[src/rtl/store_commit_unit.sv]
// store_commit_unit: drains retired stores from the store-queue head into a small
// circular buffer. It writes them to data memory one at a time (IDLE -> REQ -> WAIT).
// It also produces byte-lane aligned data and byte enables.
// Optional feature: define STORE_COMMIT_STATS_EN to add the 32-bit saturating
// stores_committed counter output.
`ifndef N
`define N 2
`endif
`ifndef ADDR
`define ADDR 32
`endif
`ifndef DATA
`define DATA 32
`endif

package store_commit_pkg;
  typedef enum logic [1:0] {
    BYTE = 2'd0,
    HALF = 2'd1,
    WORD = 2'd2
  } mem_size_e;

  typedef struct packed {
    logic [`ADDR-1:0] addr;
    logic [`DATA-1:0] data;
    mem_size_e        size;
  } STOREQ_ENTRY;
endpackage

module store_commit_unit
  import store_commit_pkg::*;
#(
  parameter int BUF_DEPTH = 4
) (
  input  logic                       clock,
  input  logic                       reset,
  input  logic [$clog2(`N+1)-1:0]    rob_retire_store_cnt,
  input  STOREQ_ENTRY [`N-1:0]       sq_head_entries,
  input  logic [`N-1:0]              sq_head_valids,
  output logic [$clog2(`N+1)-1:0]    sq_pop_cnt,
  output logic                       stall_retire,
  output logic                       buf_empty,
`ifdef STORE_COMMIT_STATS_EN
  output logic [31:0]                stores_committed,
`endif
  store_commit_unit_if.master        mem
);

  localparam int PTR_W = $clog2(BUF_DEPTH);
  localparam int CNT_W = $clog2(BUF_DEPTH + 1);
  localparam int RC_W  = $clog2(`N + 1);

  localparam logic [1:0] IDLE = 2'd0;
  localparam logic [1:0] REQ  = 2'd1;
  localparam logic [1:0] WAIT = 2'd2;

  STOREQ_ENTRY      entry_q [BUF_DEPTH];
  logic [PTR_W-1:0] head_q, tail_q;
  logic [CNT_W-1:0] count_q, count_next, free_slots;
  logic [1:0]       state_q;

  logic [`ADDR-1:0] req_addr_q;
  logic [`DATA-1:0] req_data_q;
  logic [3:0]       req_be_q;

  STOREQ_ENTRY      head_e;
  logic [3:0]       lane_be;
  logic [`DATA-1:0] lane_data;
  logic             pop;
  logic             bad_valid;

  // The head entry leaves the buffer only when its write is acknowledged.
  assign pop        = (state_q == WAIT) && mem.mem_ack;
  assign free_slots = CNT_W'(BUF_DEPTH) - count_q;
  assign count_next = count_q + CNT_W'(rob_retire_store_cnt) - CNT_W'(pop);

  assign sq_pop_cnt   = rob_retire_store_cnt;
  assign stall_retire = count_q > CNT_W'(BUF_DEPTH - `N);
  assign buf_empty    = (count_q == '0) && (state_q == IDLE);

  assign mem.mem_req_valid = (state_q == REQ);
  assign mem.mem_req_addr  = req_addr_q;
  assign mem.mem_req_data  = req_data_q;
  assign mem.mem_req_be    = req_be_q;

  // Write the retired stores into consecutive slots starting at tail.
  always_ff @(posedge clock) begin
    if (!reset) begin
      for (int i = 0; i < `N; i++)
        if (RC_W'(i) < rob_retire_store_cnt)
          entry_q[tail_q + PTR_W'(i)] <= sq_head_entries[i];
    end
  end

  // Pointer and occupancy bookkeeping; pointers wrap naturally (power-of-two depth).
  always_ff @(posedge clock) begin
    if (reset) begin
      head_q  <= '0;
      tail_q  <= '0;
      count_q <= '0;
    end else begin
      tail_q  <= tail_q + PTR_W'(rob_retire_store_cnt);
      if (pop) head_q <= head_q + PTR_W'(1);
      count_q <= count_next;
    end
  end

  // Align the head store's data and byte enables into its lane within the word.
  always_comb begin
    head_e    = entry_q[head_q];
    lane_be   = 4'hF;
    lane_data = head_e.data;
    case (head_e.size)
      BYTE: begin
        lane_be   = 4'b0001 << head_e.addr[1:0];
        lane_data = `DATA'(head_e.data[7:0]) << {head_e.addr[1:0], 3'b000};
      end
      HALF: begin
        lane_be   = head_e.addr[1] ? 4'b1100 : 4'b0011;
        lane_data = `DATA'(head_e.data[15:0]) << {head_e.addr[1], 4'b0000};
      end
      default: ;
    endcase
  end

  // Request FSM. The request registers load only in IDLE, so they stay frozen through REQ/WAIT.
  always_ff @(posedge clock) begin
    if (reset) begin
      state_q    <= IDLE;
      req_addr_q <= '0;
      req_data_q <= '0;
      req_be_q   <= '0;
    end else begin
      case (state_q)
        IDLE: if (count_q != '0) begin
          state_q    <= REQ;
          req_addr_q <= head_e.addr & ~`ADDR'(3);
          req_data_q <= lane_data;
          req_be_q   <= lane_be;
        end
        REQ:  if (mem.mem_req_ready) state_q <= WAIT;
        WAIT: if (mem.mem_ack) state_q <= IDLE;
        default: state_q <= IDLE;
      endcase
    end
  end

`ifdef STORE_COMMIT_STATS_EN
  // Count acknowledged writes, saturating at all-ones.
  always_ff @(posedge clock) begin
    if (reset)
      stores_committed <= '0;
    else if (pop && stores_committed != 32'hFFFF_FFFF)
      stores_committed <= stores_committed + 32'd1;
  end
`endif

  // Flag any retired slot whose head-window valid bit is low.
  always_comb begin
    bad_valid = 1'b0;
    for (int i = 0; i < `N; i++)
      if (RC_W'(i) < rob_retire_store_cnt && !sq_head_valids[i]) bad_valid = 1'b1;
  end

  a_retire_fits:  assert property (@(posedge clock) disable iff (reset)
                    CNT_W'(rob_retire_store_cnt) <= free_slots);
  a_retire_valid: assert property (@(posedge clock) disable iff (reset) !bad_valid);
  a_no_stalled:   assert property (@(posedge clock) disable iff (reset)
                    !(stall_retire && rob_retire_store_cnt != '0));

endmodule

[src/rtl/store_commit_unit_if.sv]
// Memory write-request bus between store_commit_unit (master) and data memory (slave).
// The request fields are held stable while valid is high and ready is low.
// The ack arrives after the request has been accepted.
`ifndef N
`define N 2
`endif
`ifndef ADDR
`define ADDR 32
`endif
`ifndef DATA
`define DATA 32
`endif

interface store_commit_unit_if #(
  parameter int ADDR_W = `ADDR,
  parameter int DATA_W = `DATA
);
  logic              mem_req_valid;
  logic [ADDR_W-1:0] mem_req_addr;
  logic [DATA_W-1:0] mem_req_data;
  logic [3:0]        mem_req_be;
  logic              mem_req_ready;
  logic              mem_ack;

  modport master (
    output mem_req_valid, mem_req_addr, mem_req_data, mem_req_be,
    input  mem_req_ready, mem_ack
  );

  modport slave (
    input  mem_req_valid, mem_req_addr, mem_req_data, mem_req_be,
    output mem_req_ready, mem_ack
  );
endinterface

[src/flat_wrapper.sv]
// flat-port wrapper written by rule: the top's interface ports become plain ports
module store_commit_unit_flat import store_commit_pkg::*;
#(
  parameter int BUF_DEPTH = 4
)
  (clock, reset, rob_retire_store_cnt, sq_head_entries, sq_head_valids, sq_pop_cnt, stall_retire, buf_empty, mem_mem_req_valid, mem_mem_req_addr, mem_mem_req_data, mem_mem_req_be, mem_mem_req_ready, mem_mem_ack);
  store_commit_unit_if mem_i ();
  input  logic clock;
  input  logic reset;
  input  logic [$clog2(`N+1)-1:0] rob_retire_store_cnt;
  input  STOREQ_ENTRY [`N-1:0] sq_head_entries;
  input  logic [`N-1:0] sq_head_valids;
  output logic [$clog2(`N+1)-1:0] sq_pop_cnt;
  output logic stall_retire;
  output logic buf_empty;
  output wire logic [$bits(mem_i.mem_req_valid)-1:0] mem_mem_req_valid;
  output wire logic [$bits(mem_i.mem_req_addr)-1:0] mem_mem_req_addr;
  output wire logic [$bits(mem_i.mem_req_data)-1:0] mem_mem_req_data;
  output wire logic [$bits(mem_i.mem_req_be)-1:0] mem_mem_req_be;
  input wire logic [$bits(mem_i.mem_req_ready)-1:0] mem_mem_req_ready;
  input wire logic [$bits(mem_i.mem_ack)-1:0] mem_mem_ack;
  assign mem_mem_req_valid = mem_i.mem_req_valid;
  assign mem_mem_req_addr = mem_i.mem_req_addr;
  assign mem_mem_req_data = mem_i.mem_req_data;
  assign mem_mem_req_be = mem_i.mem_req_be;
  assign mem_i.mem_req_ready = mem_mem_req_ready;
  assign mem_i.mem_ack = mem_mem_ack;
  store_commit_unit #(.BUF_DEPTH(BUF_DEPTH)) u_core (.clock(clock), .reset(reset), .rob_retire_store_cnt(rob_retire_store_cnt), .sq_head_entries(sq_head_entries), .sq_head_valids(sq_head_valids), .sq_pop_cnt(sq_pop_cnt), .stall_retire(stall_retire), .buf_empty(buf_empty), .mem(mem_i));
endmodule
[config.mk]
export PLATFORM = sky130hd
export DESIGN_NAME = store_commit_unit_flat
export DESIGN_NICKNAME = d
export VERILOG_FILES = /design/src/rtl/store_commit_unit.sv /design/src/rtl/store_commit_unit_if.sv /design/src/flat_wrapper.sv
export SDC_FILE = /design/constraint.sdc
export NUM_CORES = 1
export LEC_CHECK = 0
export CAP_MARGIN = 10
export CORE_ASPECT_RATIO = 1.1
export CORE_MARGIN = 5
export CORE_UTILIZATION = 69
export DETAILED_ROUTE_END_ITERATION = 8
export DONT_BUFFER_PORTS = 1
export HOLD_SLACK_MARGIN = 0.02
export PLACE_DENSITY = 0.93
export SLEW_MARGIN = 20
export SYNTH_ARGS = -nofsm -noshare
export SYNTH_HDL_FRONTEND = slang
export SYNTH_SLANG_ARGS = --single-unit
[constraint.sdc]
create_clock -name clock -period 24.8 [get_ports clock]
set_clock_uncertainty 0.2 [all_clocks]
set_input_delay 6.2 -clock clock [delete_from_list [all_inputs] [get_ports clock]]
set_output_delay 6.2 -clock clock [all_outputs]
set_load 0.05 [all_outputs]
After elaboration in Yosys (flattened, before gate mapping) --
Memory sizes are Yosys's and may differ from the RTL's. A register that Yosys moved wholly into a read port is not among the register bits. Cells that the tools add are included. Widths: inputs -> output; s select.
Operators by class: add/subtract/negate cells 5, multipliers 0, div/mod/pow operators 0, $lt $le $gt $ge 3, equal/unequal tests 6, shift operators 3, muxes and demuxes 15, bitwise operators 0, reduce and logical (&&, ||, !) cells 8
Operator list (number):
- $pmux 32 s2 | 1
- $shl 16x5->32 | 1
- $shl 8x5->32 | 1
- $mux 2 | 5
- $pmux 4 s2 | 1
- $mux 1 | 6
- $pmux 2 s3 | 1
- $add 2x1->2 const B | 2
- $eq 2x1->1 const B | 2
- $logic_not 2->1 | 2
- $lt 1x2->1 const A | 2
- $mux 4 | 1
- $ne 2x2->1 const B | 2
- $shl 1x2->4 const A | 1
- $add 3x2->3 | 1
- $gt 3x2->1 const B | 1
- $logic_not 3->1 | 1
- $reduce_and 3->1 | 1
- $reduce_bool 3->1 | 1
- $sub 3x1->3 | 1
- $add 2x2->2 | 1
- $eq 2x2->1 const B | 1
- $logic_and 1x1->1 | 2
- $ne 2x1->1 const B | 1
- $reduce_and 2->1 | 1
Word-level totals: register bits after elaboration 75, bits in latches 0, bits in writable memories 264, ROM bits 0, bits of input ports 140, output and inout bits 73, logic and storage cells 48, memories kept 1
Memories:
- u_core.entry_q | words 4, bits a word 66, read ports 1, clocked after Yosys merged registers in 1, write ports 2, RTL line store_commit_unit.sv:57 | STOREQ_ENTRY entry_q [BUF_DEPTH];

Logic depth before layout (Yosys ltp) --
Gate-level depths: netlist of the first run.
word-level depth 4, gate-level depth with buffers 9, gate-level depth less buffers 9

Worst setup path after synthesis of the first run --
OpenSTA, ideal clock, no wires.
path type input port to output port, start in rob_retire_store_cnt[0], end out sq_pop_cnt[0], arrival time 6.370 ns, required time 18.400 ns, setup slack 12.030 ns, stages on the path 1, buffers on the path 1, path through buf_4
RTL lines:
- start, declared | RTL line flat_wrapper.sv:10 | input logic [$clog2(`N+1)-1:0] rob_retire_store_cnt;
- end, declared | RTL line flat_wrapper.sv:13 | output logic [$clog2(`N+1)-1:0] sq_pop_cnt;
No word-level cell between the ends.

Worst setup path after layout of the first run --
start in rob_retire_store_cnt[0], end out sq_pop_cnt[0]
No word-level cell between the ends.

==> out/qor.txt, run 1 <==
CP required - 18.40 ns
antenna violations before repair - 1
worst vdd ir - 0.0685 mV
Fmax achieved - 79.4 MHz
Setup WS post-layout - 12.20 ns
die height - 168 um
violation count after the first detailed-route iteration - 708
Rows - 58
DRT Wirelength - 36.4 mm
DP Wirelength - 22.2 mm
met3 usage - 0.0874
Post-synth EDFFs - 264
Int Power - 1.10 mW
total congestion overflow - 0
cell count of the worst hold path - 2
Total GRT Usage - 0.278
period utilization - 0.508
Critical Path AT - 6.20 ns
post-synthesis sequential area ratio - 0.601
ys async rst share - 0
met2 global-route usage - 0.483
CTS Root Cell - clkbuf_16
CP max FO - 6
die width - 154 um
Seq pwr share - 0.526
final setup violating endpoints - 0
largest net degree at the start of global routing - 69
post-CTS setup buffers - 0
Sink Count - 341
I/O pin count - 213
PortBufs - 0
Vias - 9017
WP depth - 0
FILL cells - 1338
mapped cell area - 15700 um2
slew at the pin with the worst max-slew slack - 1.07 ns
first-pass GRT wire length - 55.5 mm
post-route total power - 1.59 mW
clock share of power - 0.334
vias in the first global route - 9625
Power Dens Cells - 92.6 nW/um2
DR DRC count - 0
Syn Inst Count - 997
Setup crit end kind - output port
Clock Pin Slew Worst Setup and Hold Paths - 0.06 ns
combinational power share - 0.141
max-slew violation count - 0
pre-CTS setup slack - 12.20 ns
Initial Util - 0.695
area of the core - 22600 um2
library cells used by synthesis - 44
switching share of power - 0.308
final non-filler cell total - 1307
nets@finish - 1126
Mean Syn Cell Area - 15.8 um2
Min-Delay Path Class - flip-flop to flip-flop
Sum Neg Setup Slack - 0 ns
DR vias/cell - 6.90
Final Critical Period - 12.60 ns
GRT busiest layer - met2
MaxCap Viol Count - 0
Ys Warns - 0
CP startpoint kind - primary input
htree depth - 2
layout cell share with drive strength beyond 1 - 0.408
#FFs+latches synth - 341
commonest non-fill, non-tap cells in the layout - mux2_2, edfxtp_1, dfxtp_1
relative slew slack - 0.285
Die Area - 25900 um2
Resize count post-CTS - 0
CTS Buf Count - 35
Most used DFF post-synth - edfxtp_1
CTS tree - yes
hold_buf cts - 0
DRT antenna net count - 0
first-pass iteration count of the detailed router - 5
Worst Reg-to-Reg Cells - 5
placed cell count - 1244
Fin. Hold Viols - 0
grt met1 use - 0.329
Clock Latency Late Sink - 0.51 ns
Leakage - 5.55 nW
Clock Path Buffers - 3
run status - finished, final reports clean
Syn-to-layout area delta - 8.97%
Psw - 0.489 mW
routability congestion estimate - 0.833
Inserted Diodes - 0
RSZ-0062 raised after global routing - false
drt wl/cell - 27.9 um
type of the worst setup path - primary input to output port
sequential cells by signal, summed over array words and instances (netlist names), named ones only:
register,cells
u_core.mem.mem_req_addr,30
u_core.tail_q,2
u_core.count_q,3
u_core.head_q,2
u_core.entry_q,264
u_core.mem.mem_req_data,32
u_core.mem.mem_req_be,4
u_core.state_q,2
cells by family after synthesis:
| kind of cell | after synthesis | synth area share |
|---|---|---|
| AND/OR/NAND/NOR | 136 | 0.0429 |
| AO/OA/AOI/OAI | 100 | 0.0425 |
| flip-flops | 341 | 0.601 |
| adder cells (fa/ha/maj) | 5 | 0.00445 |
| XOR/XNOR | 7 | 0.00389 |
| multiplexers | 330 | 0.283 |
| buffers and inverters | 77 | 0.0214 |
| other | 1 | 0.000238 |
synthesized netlist by cell type (5+ instances only):
cell | number | area (um2)
a21oi_1 | 41 | 205
a221o_1 | 8 | 80.1
a22oi_1 | 9 | 67.6
a311oi_1 | 8 | 70.1
a32o_1 | 8 | 80.1
and4_1 | 8 | 70.1
buf_1 | 6 | 22.5
buf_2 | 20 | 100
clkbuf_1 | 40 | 150
dfxtp_1 | 77 | 1540
edfxtp_1 | 264 | 7930
inv_1 | 6 | 22.5
mux2_2 | 264 | 2970
mux4_2 | 66 | 1490
nand2_1 | 71 | 267
nor2_1 | 24 | 90.1
nor2b_1 | 14 | 87.6
o21ai_0 | 9 | 45.0
o22ai_1 | 8 | 50.1
xnor2_1 | 5 | 43.8
power by group through the flow:
stage,sequential [mW],combinational [mW],clock [mW]
2_1_floorplan,0.832,0.173,0
3_3_place_gp,0.843,0.214,0
3_5_place_dp,0.847,0.221,0
4_1_cts,0.835,0.222,0.537
5_1_grt,0.841,0.240,0.562
6_report,0.835,0.223,0.530
metrics by stage:
step / hold WS [ns] / utilization / cell area [um2]
floorplan: 0.285 / - / 15700
global placement: 0.301 / 0.707 / 16000
detailed placement: 0.328 / 0.707 / 16000
finish: 0.340 / 0.758 / 17200
global route: 0.396 / 0.758 / 17200
CTS: 0.343 / 0.758 / 17200
final timing paths:
check | slack (ns) | to | startpoint
max | 12.20 | sq_pop_cnt[0] | rob_retire_store_cnt[0]
min reg2reg | 0.34 | flip-flop | u_core.head_q[0]
max reg2reg | 21.28 | u_core.mem.mem_req_data[12] | flip-flop
min | 0.34 | flip-flop | u_core.head_q[0]
layout make-up:
| type | count | area (um2) | share of cell area |
|---|---|---|---|
| sequential | 341 | 9480 | 0.552 |
| multi-input combinational | 580 | 6000 | 0.350 |
| clock buffer | 55 | 1040 | 0.0609 |
| tap | 300 | 375 | 0.0219 |
| timing repair buffer | 17 | 128 | 0.00744 |
| clock inverter | 8 | 114 | 0.00664 |
| inverter | 6 | 22.5 | 0.00131 |
routing by layer:
metal | part of all wire | vias up | routed length [um]
met2 | 0.51 | 434 | 18700
met3 | 0.11 | 85 | 3890
met5 | 0 | - | 0
li1 | - | 3885 | -
met1 | 0.35 | 4613 | 12700
met4 | 0.030 | 0 | 1110
(Power assumes the default switching activity.)
==> inputs of run 2 (changes only) <==
--- a/config.mk
+++ b/config.mk
@@ -8,11 +8,11 @@
 export CAP_MARGIN = 10
 export CORE_ASPECT_RATIO = 1.1
 export CORE_MARGIN = 5
-export CORE_UTILIZATION = 69
+export CORE_UTILIZATION = 58
 export DETAILED_ROUTE_END_ITERATION = 8
 export DONT_BUFFER_PORTS = 1
 export HOLD_SLACK_MARGIN = 0.02
-export PLACE_DENSITY = 0.93
+export PLACE_DENSITY = 0.84
 export SLEW_MARGIN = 20
 export SYNTH_ARGS = -nofsm -noshare
 export SYNTH_HDL_FRONTEND = slang
==> constraint.sdc (replaced) <==
create_clock -name clock -period 10.8 [get_ports clock]
set_clock_uncertainty 0.2 [all_clocks]
set_input_delay 2.7 -clock clock [delete_from_list [all_inputs] [get_ports clock]]
set_output_delay 2.7 -clock clock [all_outputs]
set_load 0.05 [all_outputs]
==> run 2 against run 1 <==
Against the previous run: utilization fell by 12 points; die area rose by 18%; hold slack worse by 0.0020 ns; via count down 2.0%; critical path depth stayed put; clock power rose by 120%; flip-flop and latch count stayed put; register-to-register slack worse by 14 ns; largest cell class unchanged.
==> out/qor.txt, run 2 (synthesis gave the netlist of run 1 again) <==
run status - finished, final reports clean
CTS tree - yes
Clock Pin Slew Worst Setup and Hold Paths - 0.05 ns (about the same)
violation count after the first detailed-route iteration - 705 (-0.42%)
drt wl/cell - 26.9 um (-3.4%)
Fin. Hold Viols - 0 (unchanged)
Die Area - 30500 um2 (+18%)
Critical Path AT - 2.70 ns (-3.50 ns)
vias in the first global route - 9675 (+0.52%)
type of the worst setup path - primary input to output port
Resize count post-CTS - 0 (unchanged)
Seq pwr share - 0.530 (+0.004)
layout cell share with drive strength beyond 1 - 0.408 (about the same)
DP Wirelength - 22.6 mm (+1.7%)
Clock Latency Late Sink - 0.51 ns (about the same)
Vias - 8839 (-2.0%)
first-pass iteration count of the detailed router - 5 (unchanged)
first-pass GRT wire length - 56.6 mm (+2.0%)
Initial Util - 0.586 (-0.110)
Rows - 63 (+8.6%)
RSZ-0062 raised after global routing - false
PortBufs - 0 (unchanged)
period utilization - 0.519
htree depth - 2 (unchanged)
antenna violations before repair - 0 (-1)
total congestion overflow - 0 (unchanged)
slew at the pin with the worst max-slew slack - 1.11 ns (+0.0395 ns)
Fin Hold WS - 0.338 ns (-0.00196 ns)
Leakage - 5.55 nW (about the same)
post-CTS setup buffers - 0 (unchanged)
Psw - 1.13 mW (+130%)
DR vias/cell - 6.46 (-6.4%)
CTS Root Cell - clkbuf_16
clock share of power - 0.328 (-0.006)
DRT antenna net count - 0 (unchanged)
worst vdd ir - 0.220 mV (+220%)
Sum Neg Setup Slack - 0 ns (unchanged)
final setup violating endpoints - 0 (unchanged)
routability congestion estimate - 0.858 (+3.0%)
hold_buf cts - 0 (unchanged)
CP required - 7.90 ns (-10.50 ns)
die height - 183 um (+8.5%)
Int Power - 2.48 mW (+130%)
die width - 167 um (+8.5%)
nets@finish - 1129 (+0.27%)
Min-Delay Path Class - flip-flop to flip-flop
area of the core - 26900 um2 (+19%)
Setup crit end kind - output port
commonest non-fill, non-tap cells in the layout - mux2_2, edfxtp_1, dfxtp_1
Total GRT Usage - 0.239 (-0.0383)
combinational power share - 0.142 (about the same)
MaxCap Viol Count - 0 (unchanged)
DR DRC count - 0 (unchanged)
largest net degree at the start of global routing - 69 (unchanged)
Clock Path Buffers - 3 (unchanged)
relative slew slack - 0.258 (-0.0264)
CP max FO - 6 (unchanged)
Final Critical Period - 5.60 ns
DRT Wirelength - 36.9 mm (+1.1%)
Syn-to-layout area delta - 9.36%
max reg flops - 264 (unchanged)
max-slew violation count - 0 (unchanged)
Fmax achieved - 179 MHz
Power Dens Cells - 210 nW/um2 (+130%)
switching share of power - 0.313 (+0.00476)
Sink Count - 341 (unchanged)
Inserted Diodes - 0 (unchanged)
I/O pin count - 213 (unchanged)
CP startpoint kind - primary input
CTS Buf Count - 36 (+2.9%)
largest reg by FF count - u_core.entry_q
run 2: cell types whose count changed in the layout (fill, tap and decap cells not counted), sizes merged:
cell,delta
clkbuf,+1
clkinv,+1
inv,+3
bufinv,-2
buf,+2
run 2: through the flow:
step | power (mW) | setup WS (ns) | cells | utilization | cell area [um2]
finish | 3.61 | 5.20 | 1369 | 0.641 | 17200
global route | 3.74 | 5.20 | 1369 | 0.641 | 17200
CTS | 3.63 | 5.20 | 1369 | 0.641 | 17200
detailed placement | 2.46 | 5.20 | 1303 | 0.599 | 16100
global placement | 2.44 | 5.20 | 1303 | 0.599 | 16100
floorplan | 2.31 | 2.05 | 998 | - | 15700
run 2: area by class of cell:
| type | count | area [um2] |
|---|---|---|
| clock buffers | 56 | 1050 |
| well taps | 357 | 447 |
| inverters | 6 | 22.5 |
| fillers | 1902 | 9660 |
| clock inverters | 10 | 82.6 |
| repair buffers | 19 | 143 |
| multi-input cells | 580 | 6000 |
| flip-flops and latches | 341 | 9480 |
run 2: path summary, 6_finish.rpt:
path	slack (ns)	cells after the start	end	start
worst min-delay path	0.34	2	u_core.head_q[1]	u_core.head_q[1]
worst max-delay path	5.20	0	sq_pop_cnt[0]	rob_retire_store_cnt[0]
worst max register to register	7.47	5	u_core.mem.mem_req_data[4]	flip-flop
worst min register to register	0.34	2	u_core.head_q[1]	u_core.head_q[1]
run 2: worst register-to-register path, stage by stage (launching register included):
cell and delay (ns):
dfxtp_4 0.94, buf_4 0.62, mux4_2 0.67, nor2b_1 0.23, o21bai_2 0.37, a32o_1 0.24
run 2: power by group through the flow:
stage          Clock, mW  Sequential, mW  Combinational, mW
3_3_place_gp           0            1.94              0.499
5_1_grt             1.25            1.93              0.560
2_1_floorplan          0            1.91              0.396
4_1_cts             1.20            1.92              0.516
6_report            1.18            1.92              0.513
3_5_place_dp           0            1.94              0.513
run 2: per-layer routing:
| layer | share of wire | wire length, um | vias up | global-route usage |
|---|---|---|---|---|
| met4 | 0.021 | 775 | 0 | 0.0612 |
| met5 | 0 | 0 | - | 0 |
| li1 | - | - | 3891 | - |
| met3 | 0.097 | 3570 | 67 | 0.0802 |
| met1 | 0.37 | 13800 | 4538 | 0.289 |
| met2 | 0.51 | 18700 | 343 | 0.418 |
==> inputs of run 3 (changes only) <==
--- a/config.mk
+++ b/config.mk
@@ -8,11 +8,11 @@
 export CAP_MARGIN = 10
 export CORE_ASPECT_RATIO = 1.1
 export CORE_MARGIN = 5
-export CORE_UTILIZATION = 58
+export CORE_UTILIZATION = 64
 export DETAILED_ROUTE_END_ITERATION = 8
 export DONT_BUFFER_PORTS = 1
 export HOLD_SLACK_MARGIN = 0.02
-export PLACE_DENSITY = 0.84
+export PLACE_DENSITY = 0.88
 export SLEW_MARGIN = 20
 export SYNTH_ARGS = -nofsm -noshare
 export SYNTH_HDL_FRONTEND = slang
==> constraint.sdc (replaced) <==
create_clock -name clock -period 5.65 [get_ports clock]
set_clock_uncertainty 0.2 [all_clocks]
set_input_delay 1.4125 -clock clock [delete_from_list [all_inputs] [get_ports clock]]
set_output_delay 1.4125 -clock clock [all_outputs]
set_load 0.05 [all_outputs]
==> run 3 against run 2 <==
Against the previous run: register-to-register slack worse by 4.9 ns; combinational power grew 90%; design area did not move.
==> out/qor.txt, run 3 (synthesis gave the netlist of run 1 again) <==
DR DRC count - 0 (unchanged)
commonest non-fill, non-tap cells in the layout - mux2_2, edfxtp_1, dfxtp_1
first-pass iteration count of the detailed router - 5 (unchanged)
CTS Root Cell - clkbuf_16
Worst Reg-to-Reg Cells - 4 (-1)
r2r endpoint - u_core.mem.mem_req_data[10]
Setup WS post-layout - 1.86 ns (-3.34 ns)
hold path endpoint - u_core.head_q[1]
Syn-to-layout area delta - 9.36% (unchanged)
Fin. Hold Viols - 0 (unchanged)
max-slew violation count - 0 (unchanged)
Leakage - 5.58 nW (+0.56%)
type of the worst setup path - flip-flop to output port
CP max FO - 13 (+7)
Clock Path Buffers - 3 (unchanged)
Critical Path Slowest Stage Cell - nor3_2
I/O pin count - 213 (unchanged)
post-route total power - 6.96 mW (+93%)
drt wl/cell - 27.4 um (+1.9%)
CP required - 4.04 ns (-3.86 ns)
Critical Path AT - 2.17 ns (-0.53 ns)
hold_buf cts - 0 (unchanged)
CP top delay family - simple AND/OR/NAND/NOR gates
post-CTS setup buffers - 0 (unchanged)
Vias - 8857 (+0.20%)
Clock Latency Late Sink - 0.50 ns (about the same)
Total GRT Usage - 0.257 (+0.0175)
peak per-stage delay on the critical path - 0.79 ns
Sink Count - 341 (unchanged)
Fin Hold WS - 0.335 ns (-0.00323 ns)
combinational power share - 0.140 (-0.002)
FILL cells - 1546 (-19%)
worst path bufs/invs - 0
PortBufs - 0 (unchanged)
first-pass GRT wire length - 55.6 mm (-1.7%)
relative slew slack - 0.293 (+0.0349)
slew at the pin with the worst max-slew slack - 1.06 ns (-0.0540 ns)
die width - 160 um (-4.5%)
layout cell share with drive strength beyond 1 - 0.414 (+0.00634)
pre-CTS setup slack - 2.10 ns (-3.10 ns)
R2R setup slack - 2.60 ns (-4.87 ns)
violation count after the first detailed-route iteration - 712 (+0.99%)
largest reg by FF count - u_core.entry_q
Seq pwr share - 0.526 (-0.004)
RSZ-0062 raised after global routing - false
Setup crit end kind - output port
Sum Neg Setup Slack - 0 ns (unchanged)
critical hold path startpoint - u_core.head_q[1]
cell count of the worst hold path - 2 (unchanged)
largest net degree at the start of global routing - 69 (unchanged)
Die Area - 27800 um2 (-8.9%)
DRT Wirelength - 36.3 mm (-1.6%)
area of the core - 24300 um2 (-9.5%)
nets@finish - 1130 (+0.089%)
htree depth - 2 (unchanged)
run status - finished, final reports clean
routability congestion estimate - 0.884 (+3.1%)
total congestion overflow - 0 (unchanged)
Final Critical Period - 3.79 ns
MaxCap Viol Count - 0 (unchanged)
Resize count post-CTS - 0 (unchanged)
Psw - 2.15 mW (+90%)
max reg flops - 264 (unchanged)
Power Dens Cells - 404 nW/um2 (+93%)
worst vdd ir - 0.278 mV (+27%)
period utilization - 0.670
antenna violations before repair - 1 (+1)
switching share of power - 0.309 (-0.00371)
crit-path cells - or3_1 -> nor3_2
vias in the first global route - 9470 (-2.1%)
Min-Delay Path Class - flip-flop to flip-flop
Fmax achieved - 264 MHz
Rows - 60 (-4.8%)
DRT antenna net count - 0 (unchanged)
Initial Util - 0.647 (+0.0616)
CTS Buf Count - 36 (unchanged)
CTS tree - yes
Int Power - 4.81 mW (+94%)
CP startpoint kind - flip-flop
clock share of power - 0.333 (+0.005)
final setup violating endpoints - 0 (unchanged)
die height - 175 um (-4.5%)
DR vias/cell - 6.70 (+3.8%)
Clock Pin Slew Worst Setup and Hold Paths - 0.06 ns (about the same)
DP Wirelength - 22.0 mm (-2.3%)
-- run 3: how the worst max path moves through the flow --
stage                       endpoint  slack (ns)                     from  depth (start not counted)
6_report                   buf_empty        1.86        u_core.count_q[2]                          2
5_1_grt                    buf_empty        1.75        u_core.count_q[2]                          2
4_1_cts                    buf_empty        1.84        u_core.count_q[2]                          2
3_5_place_dp   u_core.entry_q[3][25]        2.10  rob_retire_store_cnt[1]                          4
3_3_place_gp   u_core.entry_q[3][25]        2.14  rob_retire_store_cnt[1]                          4
2_1_floorplan   u_core.entry_q[3][0]        0.54                    reset                          3
-- run 3: through the flow --
step                utilization  instance area [um2]  std cells
finish                    0.708                17200       1322
global route              0.708                17200       1321
CTS                       0.708                17200       1321
detailed placement        0.660                16000       1257
global placement          0.660                16000       1257
floorplan                     -                15800        998
-- run 3: tightest hold or removal path: stages, from the launching register on --
cell and delay [ns]:
dfxtp_1 0.32, xor2_1 0.06, nor2_1 0.11
-- run 3: final cells by class --
type | instances | area (um2) | share of cell area
Timing Repair Buffer | 20 | 150 | 0.00872
Antenna cell | 1 | 2.50 | 0.000145
Tap cell | 310 | 388 | 0.0225
Clock buffer | 48 | 1010 | 0.0585
Multi-Input combinational cell | 580 | 6010 | 0.349
Inverter | 6 | 22.5 | 0.00131
Sequential cell | 341 | 9480 | 0.550
Clock inverter | 16 | 160 | 0.00930
-- run 3: metal layers --
metal	GRT usage	up-vias	part of all wire
met2	0.439	396	0.51
met5	0	-	0.00022
met4	0.0739	2	0.025
met1	0.306	4499	0.36
li1	-	3899	-
met3	0.0963	61	0.10
-- run 3: power by group through the flow --
stage	combinational (mW)	clock [mW]	sequential, mW
finish	0.977	2.32	3.66
global route	1.06	2.47	3.69
CTS	0.982	2.35	3.66
detailed placement	0.973	0	3.72
global placement	0.950	0	3.70
floorplan	0.759	0	3.64
